File: src/rtl/dot_product_engine_pkg.sv
// Shared definitions for the dot-product engine: controller states and the
// default operand, accumulator and kernel-length sizes.
package dot_product_engine_pkg;

  localparam int DPE_DATA_W = 8;
  localparam int DPE_ACC_W  = 16;
  localparam int DPE_K_LEN  = 9;

  typedef enum logic [1:0] {
    IDLE  = 2'd0,
    ACCUM = 2'd1,
    HOLD  = 2'd2
  } state_e;

endpackage

File: src/rtl/dot_product_engine_mult_signed.sv
// Combinational signed multiplier producing the full-width product.
module mult_signed #(
  parameter int DATA_W = 8
) (
  input  logic signed [DATA_W-1:0]   a_i,
  input  logic signed [DATA_W-1:0]   b_i,
  output logic signed [2*DATA_W-1:0] p_o
);

  // Widen both operands first so the multiply is evaluated at full product width.
  assign p_o = (2*DATA_W)'(a_i) * (2*DATA_W)'(b_i);

endmodule

File: src/rtl/dot_product_engine.sv
// Streaming signed dot-product engine: accumulates K_LEN products, then holds
// the result (with a sticky overflow flag) until downstream takes it.
//
// state | meaning
// IDLE  | waiting for the first operand pair of a new dot product
// ACCUM | partial sum in progress, count beats taken so far
// HOLD  | result presented on out_data, waiting for out_ready
module dot_product_engine
  import dot_product_engine_pkg::*;
#(
  parameter int DATA_W = DPE_DATA_W,
  parameter int ACC_W  = DPE_ACC_W,
  parameter int K_LEN  = DPE_K_LEN
) (
  input  logic                     clk,
  input  logic                     rst,
  input  logic                     in_valid,
  output logic                     in_ready,
  input  logic signed [DATA_W-1:0] a,
  input  logic signed [DATA_W-1:0] b,
  output logic                     out_valid,
  input  logic                     out_ready,
  output logic signed [ACC_W-1:0]  out_data,
  output logic                     out_ovf,
  output logic                     busy
);

  localparam logic [7:0] LAST_CNT = 8'(K_LEN - 1);

  state_e                     state_q, state_d;
  logic signed [ACC_W-1:0]    acc_q, acc_d;
  logic [7:0]                 count_q, count_d;
  logic                       ovf_q, ovf_d;

  logic signed [2*DATA_W-1:0] prod;
  logic signed [ACC_W-1:0]    prod_ext;
  logic signed [ACC_W:0]      sum_wide;
  logic                       add_ovf;

  mult_signed #(.DATA_W(DATA_W)) u_mult (
    .a_i (a),
    .b_i (b),
    .p_o (prod)
  );

  assign prod_ext = ACC_W'(prod);
  // One guard bit: a signed overflow shows up as the top two bits disagreeing.
  assign sum_wide = (ACC_W+1)'(acc_q) + (ACC_W+1)'(prod_ext);
  assign add_ovf  = sum_wide[ACC_W] ^ sum_wide[ACC_W-1];

  always_ff @(posedge clk or posedge rst) begin
    if (rst) begin
      state_q <= IDLE;
      acc_q   <= '0;
      count_q <= '0;
      ovf_q   <= 1'b0;
    end else begin
      state_q <= state_d;
      acc_q   <= acc_d;
      count_q <= count_d;
      ovf_q   <= ovf_d;
    end
  end

  always_comb begin
    state_d = state_q;
    acc_d   = acc_q;
    count_d = count_q;
    ovf_d   = ovf_q;
    case (state_q)
      IDLE: begin
        if (in_valid) begin
          acc_d   = prod_ext;
          count_d = 8'd1;
          ovf_d   = 1'b0;
          state_d = (K_LEN == 1) ? HOLD : ACCUM;
        end
      end
      ACCUM: begin
        if (in_valid) begin
          acc_d   = sum_wide[ACC_W-1:0];
          count_d = count_q + 8'd1;
          ovf_d   = ovf_q | add_ovf;
          if (count_q == LAST_CNT) begin
            state_d = HOLD;
          end
        end
      end
      HOLD: begin
        if (out_ready) begin
          state_d = IDLE;
        end
      end
      default: state_d = IDLE;
    endcase
  end

  assign in_ready  = (state_q != HOLD);
  assign out_valid = (state_q == HOLD);
  assign busy      = (state_q != IDLE);
  assign out_data  = acc_q;
  assign out_ovf   = ovf_q;

endmodule

File: config.mk
export PLATFORM = sky130hd
export DESIGN_NAME = dot_product_engine
export DESIGN_NICKNAME = d
export VERILOG_FILES = /design/src/rtl/dot_product_engine_pkg.sv /design/src/rtl/dot_product_engine_mult_signed.sv /design/src/rtl/dot_product_engine.sv
export SDC_FILE = /design/constraint.sdc
export NUM_CORES = 1
export LEC_CHECK = 0
export BUFFER_PORTS_ARGS = -buffer_cell sky130_fd_sc_hd__buf_4
export CORE_MARGIN = 3
export CORE_UTILIZATION = 67
export CTS_CLUSTER_SIZE = 8
export DETAILED_ROUTE_END_ITERATION = 12
export PLACE_DENSITY = 0.91
export SLEW_MARGIN = 20
export SYNTH_ARGS = -nofsm -noshare
export SYNTH_HDL_FRONTEND = slang
export SYNTH_SLANG_ARGS = --single-unit
File: constraint.sdc
create_clock -name clk -period 5.41 [get_ports clk]
set_input_delay 0.2705 -clock clk [delete_from_list [all_inputs] [get_ports clk]]
set_output_delay 0.2705 -clock clk [all_outputs]
set_load 0.03 [all_outputs]
==> flow_metrics.tcl, run 1 <==
set metrics [dict create \
    syn2layout_area_growth_pct 22.4 \
    crit_required_ns 5.56 \
    ys_top_cells_by_area "fa_1, dfrtp_1, ha_1" \
    fillers 303 \
    ant_nets 0 \
    ys_seq_area_share_pct 14.5 \
    h-tree-depth 1 \
    cts_buffers 3 \
    grt_start_max_net_pins 32 \
    finalHoldViolations 0 \
    reg2reg_depth 9 \
    fmaxAchievable_mhz 183 \
    cts_tree "done" \
    post-synth-top-area-cell "fa_1" \
    ioPinCount 40 \
    synth_flop_cell "dfrtp_1" \
    critical_path_class "input pin to flop" \
    crit_path_start_kind "input pin" \
    max_cap_viol_count 0 \
    track_usage_pct 30.4 \
    gp_congestion 0.984 \
    port-buffer-count 39 \
    finalCritPeriodShare_pct 101 \
    report.final.slew_viol_count 0 \
    skew_ns 0.0113 \
    nNetsFinal 752 \
    stdcell_count 704 \
    syn-cell-area_um2 4660 \
    syn_nets 661 \
    synth_common_cells "inv_1, fa_1, nand2_1, ha_1, and2_1" \
    synth_edf_count 0 \
    yosysMostFrequentCell "inv_1" \
    worst_slack_ns -0.0678 \
    status "complete, but fails checks" \
    rows 29 \
    antenna_found_initial 0 \
    dp_hpwl_um 9280 \
    crit_path_end_kind "flop" \
    yosys_warnings 0 \
    worstPathArrival_ns 5.63 \
    initial_utilization_pct 71.4 \
    grt_first_pass_wirelength_um 19100 \
    violations "setup timing" \
    clk_latency_ns 0.28 \
    min_path_type "input pin to asynchronous set/reset pin" \
    num_vias 4632 \
    core_area_um2 6530 \
    n_antenna_cell 0 \
    path_max_fanout 6 \
    grt_overflow_total 0 \
    wl_per_cell_um 20.8 \
    ys_async_sr_fraction_pct 100 \
    place_inst 696 \
    die_y_um 89.4 \
    syn-instance-count 537 \
    viasPerCell 6.58 \
    min_period_ns 5.48 \
    yosysTopAreaCellShare_pct 24.0 \
    setup_violations 4 \
    dieArea_um2 8000 \
    drc 0 \
    grt_pass1_vias 4301 \
    clockBufferDepth 2 \
    synth.distinct_cells 53 \
    ys_ff_latch 27 \
    worstMarginPinSlew_ns 1.14 \
    rsz0062_at_grt "true" \
    avgSynthCellArea_um2 8.68 \
    path_clk_slew_ns 0.10 \
    cts_sinks 27 \
    first_pass_iters 5 \
    drive_gt1_share_pct 23.9 \
    drt-total-wl_um 14600 \
    slew_headroom_pct 24.2 \
    cts-root-buf "clkbuf_8" \
    chipWidth_um 89.4 \
    drt_iter0_markers 425 \
]
-- cells in the final DEF (no fill, tap or decap), drive strengths merged, types with 3 or more instances in the layout --
cell	count
clkbuf	4
o21a	5
a21o	11
xor2	4
nor3	6
nand2b	8
a31oi	6
xnor2	21
mux2i	4
nand2	50
inv	98
nor2b	11
o21ai	32
ha	48
a21oi	20
fa	56
nor2	17
o31ai	3
and2	45
a211o	3
buf	96
nand3b	3
o21bai	3
dfrtp	27
a211oi	6
nand3	11
-- state kept, by name, indices dropped and copies added, names as in the netlist --
signal	count
out_data	16
count_q	8
state_q	2
out_ovf	1
-- per-stage QoR --
stage / hold WS [ns] / worst slack, ns / instance area, um^2 / utilization (%) / TNS [ns]
final: 0.0481 / -0.0678 / 5700 / 87.3 / -0.156
after global routing: 0.106 / -0.204 / 5700 / 87.3 / -0.782
after CTS: 0.204 / 0.00305 / 5490 / 84.0 / 0
after detailed placement: 0.505 / -0.353 / 5400 / 82.7 / -1.76
after global placement: 0.465 / -0.144 / 5400 / 82.7 / -0.469
after floorplan: 0.323 / 0.130 / 4660 / - / 0
-- path summary, 6_finish.rpt --
| path | from | end | slack (ns) |
|---|---|---|---|
| min in group clk | out_ready | state_q[1] | 0.20 |
| min reg2reg | count_q[6] | count_q[6] | 0.54 |
| min | rst | out_data[3] | 0.05 |
| max | a[4] | out_data[12] | -0.07 |
| max reg2reg | out_data[0] | out_data[8] | 2.54 |
| max in group asynchronous | rst | out_data[12] | 4.96 |
-- layer usage --
layer / vias up / track usage [%] / part of all wire, %
li1: 1935 / - / -
met1: 2221 / 37.4 / 35
met2: 356 / 54.1 / 50
met3: 120 / 5.44 / 8.8
met4: 0 / 9.47 / 6.3
met5: - / 0 / 0
-- cell families (layout without fill, tap and decap cells) --
kind of cell	Yosys count	count (layout)	share of synthesized area (%)
multiplexers	6	6	1.34
buffers and inverters	108	198	8.88
XOR/XNOR	25	25	4.70
adder cells (fa/ha/maj)	104	104	36.9
AND/OR/NAND/NOR	160	160	17.7
flip-flops	27	27	14.5
AO/OA/AOI/OAI	107	107	15.9
-- critical path, stage by stage --
cell       delay [ns]
buf_4            0.11
buf_4            0.14
nand2_2          0.07
fa_1             0.54
inv_1            0.07
fa_1             0.52
fa_1             0.60
inv_1            0.08
fa_1             0.53
inv_1            0.04
ha_2             0.28
buf_4            0.14
xnor2_1          0.23
ha_1             0.34
and4_1           0.25
a211oi_1         0.31
o21ai_1          0.19
a2111oi_1        0.42
nor3_1           0.15
xnor2_1          0.24
o21ai_1          0.10
-- final cells by class --
class	instances	area (um^2)	area share [%]
Multi-Input combinational cell	402	3780	66.3
Timing Repair Buffer	96	736	12.9
Sequential cell	27	676	11.8
Inverter	98	368	6.45
Tap cell	77	96.3	1.69
Clock buffer	4	45.0	0.790
-- what timing repair did --
| action | CTS | global route |
|---|---|---|
| endpoints found under the hold margin | 0 | 0 |
| gates cloned | 0 | 0 |
| buffers inserted | 1 | 3 |
| gates resized for setup | 7 | 48 |
| pin swaps | 9 | 29 |
| setup endpoints to repair | 4 | 6 |
| hold buffers | 0 | 0 |
Power of run 1 is left out: the tool's default activity adds up to more than one toggle a clock period on the data nets, which glitch-free logic cannot reach.
==> inputs of run 2 (changes only) <==
--- a/config.mk
+++ b/config.mk
@@ -6,11 +6,13 @@
 export NUM_CORES = 1
 export LEC_CHECK = 0
 export BUFFER_PORTS_ARGS = -buffer_cell sky130_fd_sc_hd__buf_4
+export CELL_PAD_IN_SITES_DETAIL_PLACEMENT = 1
+export CELL_PAD_IN_SITES_GLOBAL_PLACEMENT = 1
 export CORE_MARGIN = 3
-export CORE_UTILIZATION = 67
+export CORE_UTILIZATION = 51
 export CTS_CLUSTER_SIZE = 8
 export DETAILED_ROUTE_END_ITERATION = 12
-export PLACE_DENSITY = 0.91
+export PLACE_DENSITY = 0.86
 export SLEW_MARGIN = 20
 export SYNTH_ARGS = -nofsm -noshare
 export SYNTH_HDL_FRONTEND = slang
==> flow_metrics.tcl, run 2 (synthesized netlist as in run 1, its figures left out) <==
set metrics [dict create \
    grt_start_max_net_pins 28 \
    rows 34 \
    worstPathArrival_ns 5.98 \
    final_common_cell "buf_4" \
    ant_nets 0 \
    core_area_um2 8810 \
    critical_path_class "input pin to flop" \
    fin_util_pct 68.9 \
    viasPerCell 6.69 \
    cts_tree "done" \
    cts-root-buf "clkbuf_8" \
    min_period_ns 5.81 \
    cts_sinks 27 \
    dieArea_um2 10300 \
    final_area_um2 6070 \
    setup_violations 6 \
    drt_iter0_markers 420 \
    crit_path_end_kind "flop" \
    violations "setup timing" \
    fmaxAchievable_mhz 172 \
    drt-total-wl_um 21900 \
    gp_congestion 0.893 \
    nNetsFinal 766 \
    grt_first_pass_wirelength_um 26100 \
    die_y_um 102 \
    antenna_found_initial 0 \
    port-buffer-count 39 \
    clockBufferDepth 2 \
    first_pass_iters 5 \
    final_cell_mix "buf_4, inv_1, fa_1" \
    status "complete, but fails checks" \
    grt_pass1_vias 5059 \
    h-tree-depth 1 \
    grt_overflow_total 0 \
    skew_ns 0.0170 \
    num_vias 5012 \
    crit_required_ns 5.57 \
    cts_buffers 3 \
    rsz0062_at_grt "true" \
    crit_path_start_kind "input pin" \
    initial_utilization_pct 52.9 \
    path_clk_slew_ns 0.12 \
    drc 0 \
    slew_headroom_pct 43.3 \
    dp_hpwl_um 11500 \
    drive_gt1_share_pct 29.0 \
    path_max_fanout 5 \
    report.final.slew_viol_count 0 \
    finalCritPeriodShare_pct 107 \
    largest_register_ffs 16 \
    worst_slack_ns -0.403 \
    worstMarginPinSlew_ns 0.839 \
    wl_per_cell_um 29.2 \
    syn2layout_area_growth_pct 30.2 \
    max_cap_viol_count 0 \
    post_dp_cell_area_um2 5470 \
    clk_latency_ns 0.30 \
    ioPinCount 40 \
    track_usage_pct 33.2 \
    n_antenna_cell 0 \
    chipWidth_um 102 \
    min_path_type "input pin to asynchronous set/reset pin" \
    finalHoldViolations 0 \
]
==> run 2: changes by cell type in the layout (fill, tap and decap cells not counted), moves of 3 or more <==
cell / change
buf_4: +10
ha_4: +6
o21ai_4: +3
o21ai_0: -4
ha_1: -4
buf_6: +4
==> run 2: per-layer routing <==
metal  GRT usage [%]  wire length, um
met1            36.4             7500
met2            59.8            10700
met3            6.27             1700
met4            18.8             1980
met5               0                0
==> run 2: per-stage QoR <==
stage / worst slack (ns) / hold WS (ns) / TNS (ns) / std cells
after global placement: -0.200 / 0.466 / -0.717 / 731
after global routing: -0.497 / 0.0893 / -2.54 / 749
after detailed placement: -0.528 / 0.489 / -2.30 / 731
final: -0.403 / 0.0434 / -1.56 / 749
after floorplan: 0.130 / 0.323 / 0 / 537
after CTS: -0.0230 / 0.178 / -0.0230 / 740
==> run 2: what timing repair did <==
action | 4_1_cts | 5_1_grt
setup buffers | 5 | 9
pin swaps | 21 | 57
resized for setup | 25 | 69
hold buffers | 0 | 0
endpoints found under the setup margin | 6 | 7
==> run 2: cell type report <==
| type | instances | area [um^2] |
|---|---|---|
| multi-input cells | 402 | 3980 |
| fillers | 998 | 2740 |
| repair buffers | 110 | 861 |
| flip-flops and latches | 27 | 676 |
| inverters | 98 | 368 |
| well taps | 108 | 135 |
| clock buffers | 4 | 45.0 |
==> run 2: final timing paths <==
check                                 start      endpoint  slack [ns]  depth (start not counted)
worst max-delay path                   a[5]       out_ovf       -0.40                         25
worst min-delay path                    rst   out_data[3]        0.04                          2
worst max register to register  out_data[0]  out_data[12]        2.47                          9
worst min register to register   count_q[6]    count_q[6]        0.54                          1
max in group asynchronous               rst    count_q[7]        4.93                          2
min in group clk                  out_ready    state_q[1]        0.16                          2
==> run 2: worst max-delay path: stages <==
cell       delay, ns
buf_4           0.13
buf_4           0.17
and2_1          0.19
fa_1            0.55
inv_2           0.05
fa_1            0.50
inv_1           0.07
fa_1            0.54
inv_1           0.09
fa_1            0.55
inv_1           0.12
ha_4            0.19
nor3_1          0.33
o21ai_2         0.15
nand2_2         0.14
xnor2_4         0.15
ha_4            0.25
a21o_1          0.21
buf_4           0.16
nor3_4          0.21
o2111ai_2       0.18
a31oi_2         0.29
o21ai_1         0.16
xor2_1          0.22
o21ai_1         0.10
Power of run 2 is left out for the same reason.
==> inputs of run 3 (changes only) <==
--- a/config.mk
+++ b/config.mk
@@ -5,14 +5,16 @@
 export SDC_FILE = /design/constraint.sdc
 export NUM_CORES = 1
 export LEC_CHECK = 0
+export ABC_AREA = 1
 export BUFFER_PORTS_ARGS = -buffer_cell sky130_fd_sc_hd__buf_4
 export CELL_PAD_IN_SITES_DETAIL_PLACEMENT = 1
 export CELL_PAD_IN_SITES_GLOBAL_PLACEMENT = 1
 export CORE_MARGIN = 3
-export CORE_UTILIZATION = 51
+export CORE_UTILIZATION = 48
 export CTS_CLUSTER_SIZE = 8
 export DETAILED_ROUTE_END_ITERATION = 12
-export PLACE_DENSITY = 0.86
+export GPL_TIMING_DRIVEN = 0
+export PLACE_DENSITY = 0.85
 export SLEW_MARGIN = 20
 export SYNTH_ARGS = -nofsm -noshare
 export SYNTH_HDL_FRONTEND = slang
==> flow_metrics.tcl, run 3 <==
set metrics [dict create \
    report.final.slew_viol_count 0 \
    wl_per_cell_um 15.5 \
    max_cap_viol_count 0 \
    syn-instance-count 756 \
    yosysTopAreaCellShare_pct 22.0 \
    cts_tree "done" \
    clk_latency_ns 0.29 \
    finalHoldViolations 0 \
    place_ws_ns -0.319 \
    dieArea_um2 11900 \
    syn-cell-area_um2 5090 \
    cts_buffers 3 \
    ys_seq_area_share_pct 13.3 \
    grt_overflow_total 0 \
    drive_gt1_share_pct 11.6 \
    skew_ns 0.0115 \
    first_pass_iters 4 \
    drt_iter0_markers 190 \
    synth_common_cells "nand2_1, inv_1, fa_1, ha_1, nor2_1" \
    final_cell_mix "nand2_1, inv_1, fa_1" \
    track_usage_pct 24.6 \
    yosysMostFrequentCell "nand2_1" \
    synth_flop_cell "dfrtp_1" \
    die_y_um 109 \
    fmaxAchievable_mhz 193 \
    min_period_ns 5.18 \
    rows 36 \
    final_common_cell "nand2_1" \
    drt-total-wl_um 14200 \
    status "complete, no violations" \
    synth_edf_count 0 \
    crit_path_start_kind "input pin" \
    initial_utilization_pct 50.7 \
    ys_ff_latch 27 \
    path_max_fanout 5 \
    path_clk_slew_ns 0.12 \
    grt_start_max_net_pins 28 \
    cp_top_family "adder cells" \
    num_vias 4714 \
    crit_path_end_kind "flop" \
    post-synth-top-area-cell "fa_1" \
    nNetsFinal 910 \
    yosys_warnings 0 \
    critPathMostFrequentCell "nand2_1" \
    slew_headroom_pct 59.3 \
    syn_nets 880 \
    gp_congestion 0.875 \
    h-tree-depth 1 \
    max_stage_delay_ns 0.55 \
    ioPinCount 40 \
    cts-root-buf "clkbuf_8" \
    critical_path_class "input pin to flop" \
    setup_tns_ns 0 \
    timing.hold.ws_ns 0.0416 \
    finalCritPeriodShare_pct 95.8 \
    syn2layout_area_growth_pct 9.83 \
    dp_hpwl_um 11900 \
    grt_pass1_vias 5166 \
    viasPerCell 5.14 \
    ys_async_sr_fraction_pct 100 \
    ant_nets 0 \
    min_path_type "input pin to asynchronous set/reset pin" \
    slowest_stage "fa_1" \
    drc 0 \
    synth.distinct_cells 39 \
    ys_top_cells_by_area "fa_1, nand2_1, inv_1" \
    setup_violations 0 \
    port-buffer-count 24 \
    worstPathArrival_ns 5.38 \
    largest_register_ffs 16 \
    cts_sinks 27 \
    chipWidth_um 109 \
    core_area_um2 10000 \
    cts_hold_buf 0 \
    avgSynthCellArea_um2 6.73 \
    worst_slack_ns 0.228 \
    grt_first_pass_wirelength_um 23400 \
    worstMarginPinSlew_ns 0.610 \
    crit_required_ns 5.61 \
    antenna_found_initial 0 \
    n_antenna_cell 0 \
    crit_buf_inv 7 \
    clockBufferDepth 2 \
    fin_util_pct 55.7 \
]
==> run 3: changes by cell type in the layout (fill, tap and decap cells not counted), moves of 27 or more <==
cell / before / now
and2_1: 39 / 1
inv_1: 89 / 194
buf_4: 103 / 26
nand2_1: 45 / 196
nand3_1: 11 / 38
nor2_1: 14 / 41
==> run 3: final cells by class <==
cell class                 count  area (um^2)
sequential                    27          676
buffer                        20          103
timing repair buffer          25          188
fill                        1386         4450
clock buffer                   3         41.3
inverter                     204          769
tap                          133          166
multi-input combinational    505         3640
clock inverter                 1         7.51
==> run 3: final timing paths <==
| kind | from | end | slack, ns | depth (start not counted) |
|---|---|---|---|---|
| max in group asynchronous | rst | out_data[7] | 4.95 | 2 |
| hold reg to reg | out_ovf | out_ovf | 0.53 | 2 |
| setup / recovery | b[7] | out_data[15] | 0.23 | 28 |
| hold / removal | rst | state_q[0] | 0.04 | 2 |
| min in group clk | out_ready | state_q[1] | 0.17 | 2 |
| setup reg to reg | out_data[0] | out_data[10] | 3.30 | 12 |
==> run 3: logic make-up (layout without fill, tap and decap cells) <==
family	count (synthesis)	count (layout)	share of synthesized area (%)
AOI/OAI and AO/OA	73	73	7.77
adders and majority gates	104	104	33.8
xor gates and xnor gates	7	7	1.20
buffers and inverters	224	253	16.7
DFF	27	27	13.3
and+or+nand+nor	321	321	27.2
==> run 3: per-stage QoR <==
stage          instance area (um^2)  std cells
2_1_floorplan                  5090        756
6_report                       5590        918
3_5_place_dp                   5440        913
4_1_cts                        5490        917
5_1_grt                        5590        918
3_3_place_gp                   5440        913
==> run 3: layer usage <==
metal  up-vias  GRT usage, %  part of all wire (%)
li1       2313             -                     -
met1      2324          30.8                    44
met2        63          46.9                    53
met3        14          2.25                   2.5
met4         0          3.25                  0.88
met5         -             0                     0
==> run 3: repair_timing <==
| item | in CTS | in global routing |
|---|---|---|
| endpoints found under the setup margin | 2 | 5 |
| buffers inserted | 0 | 1 |
| pin swaps | 0 | 2 |
| resized for setup | 2 | 46 |
Power of run 3 is left out for the same reason.
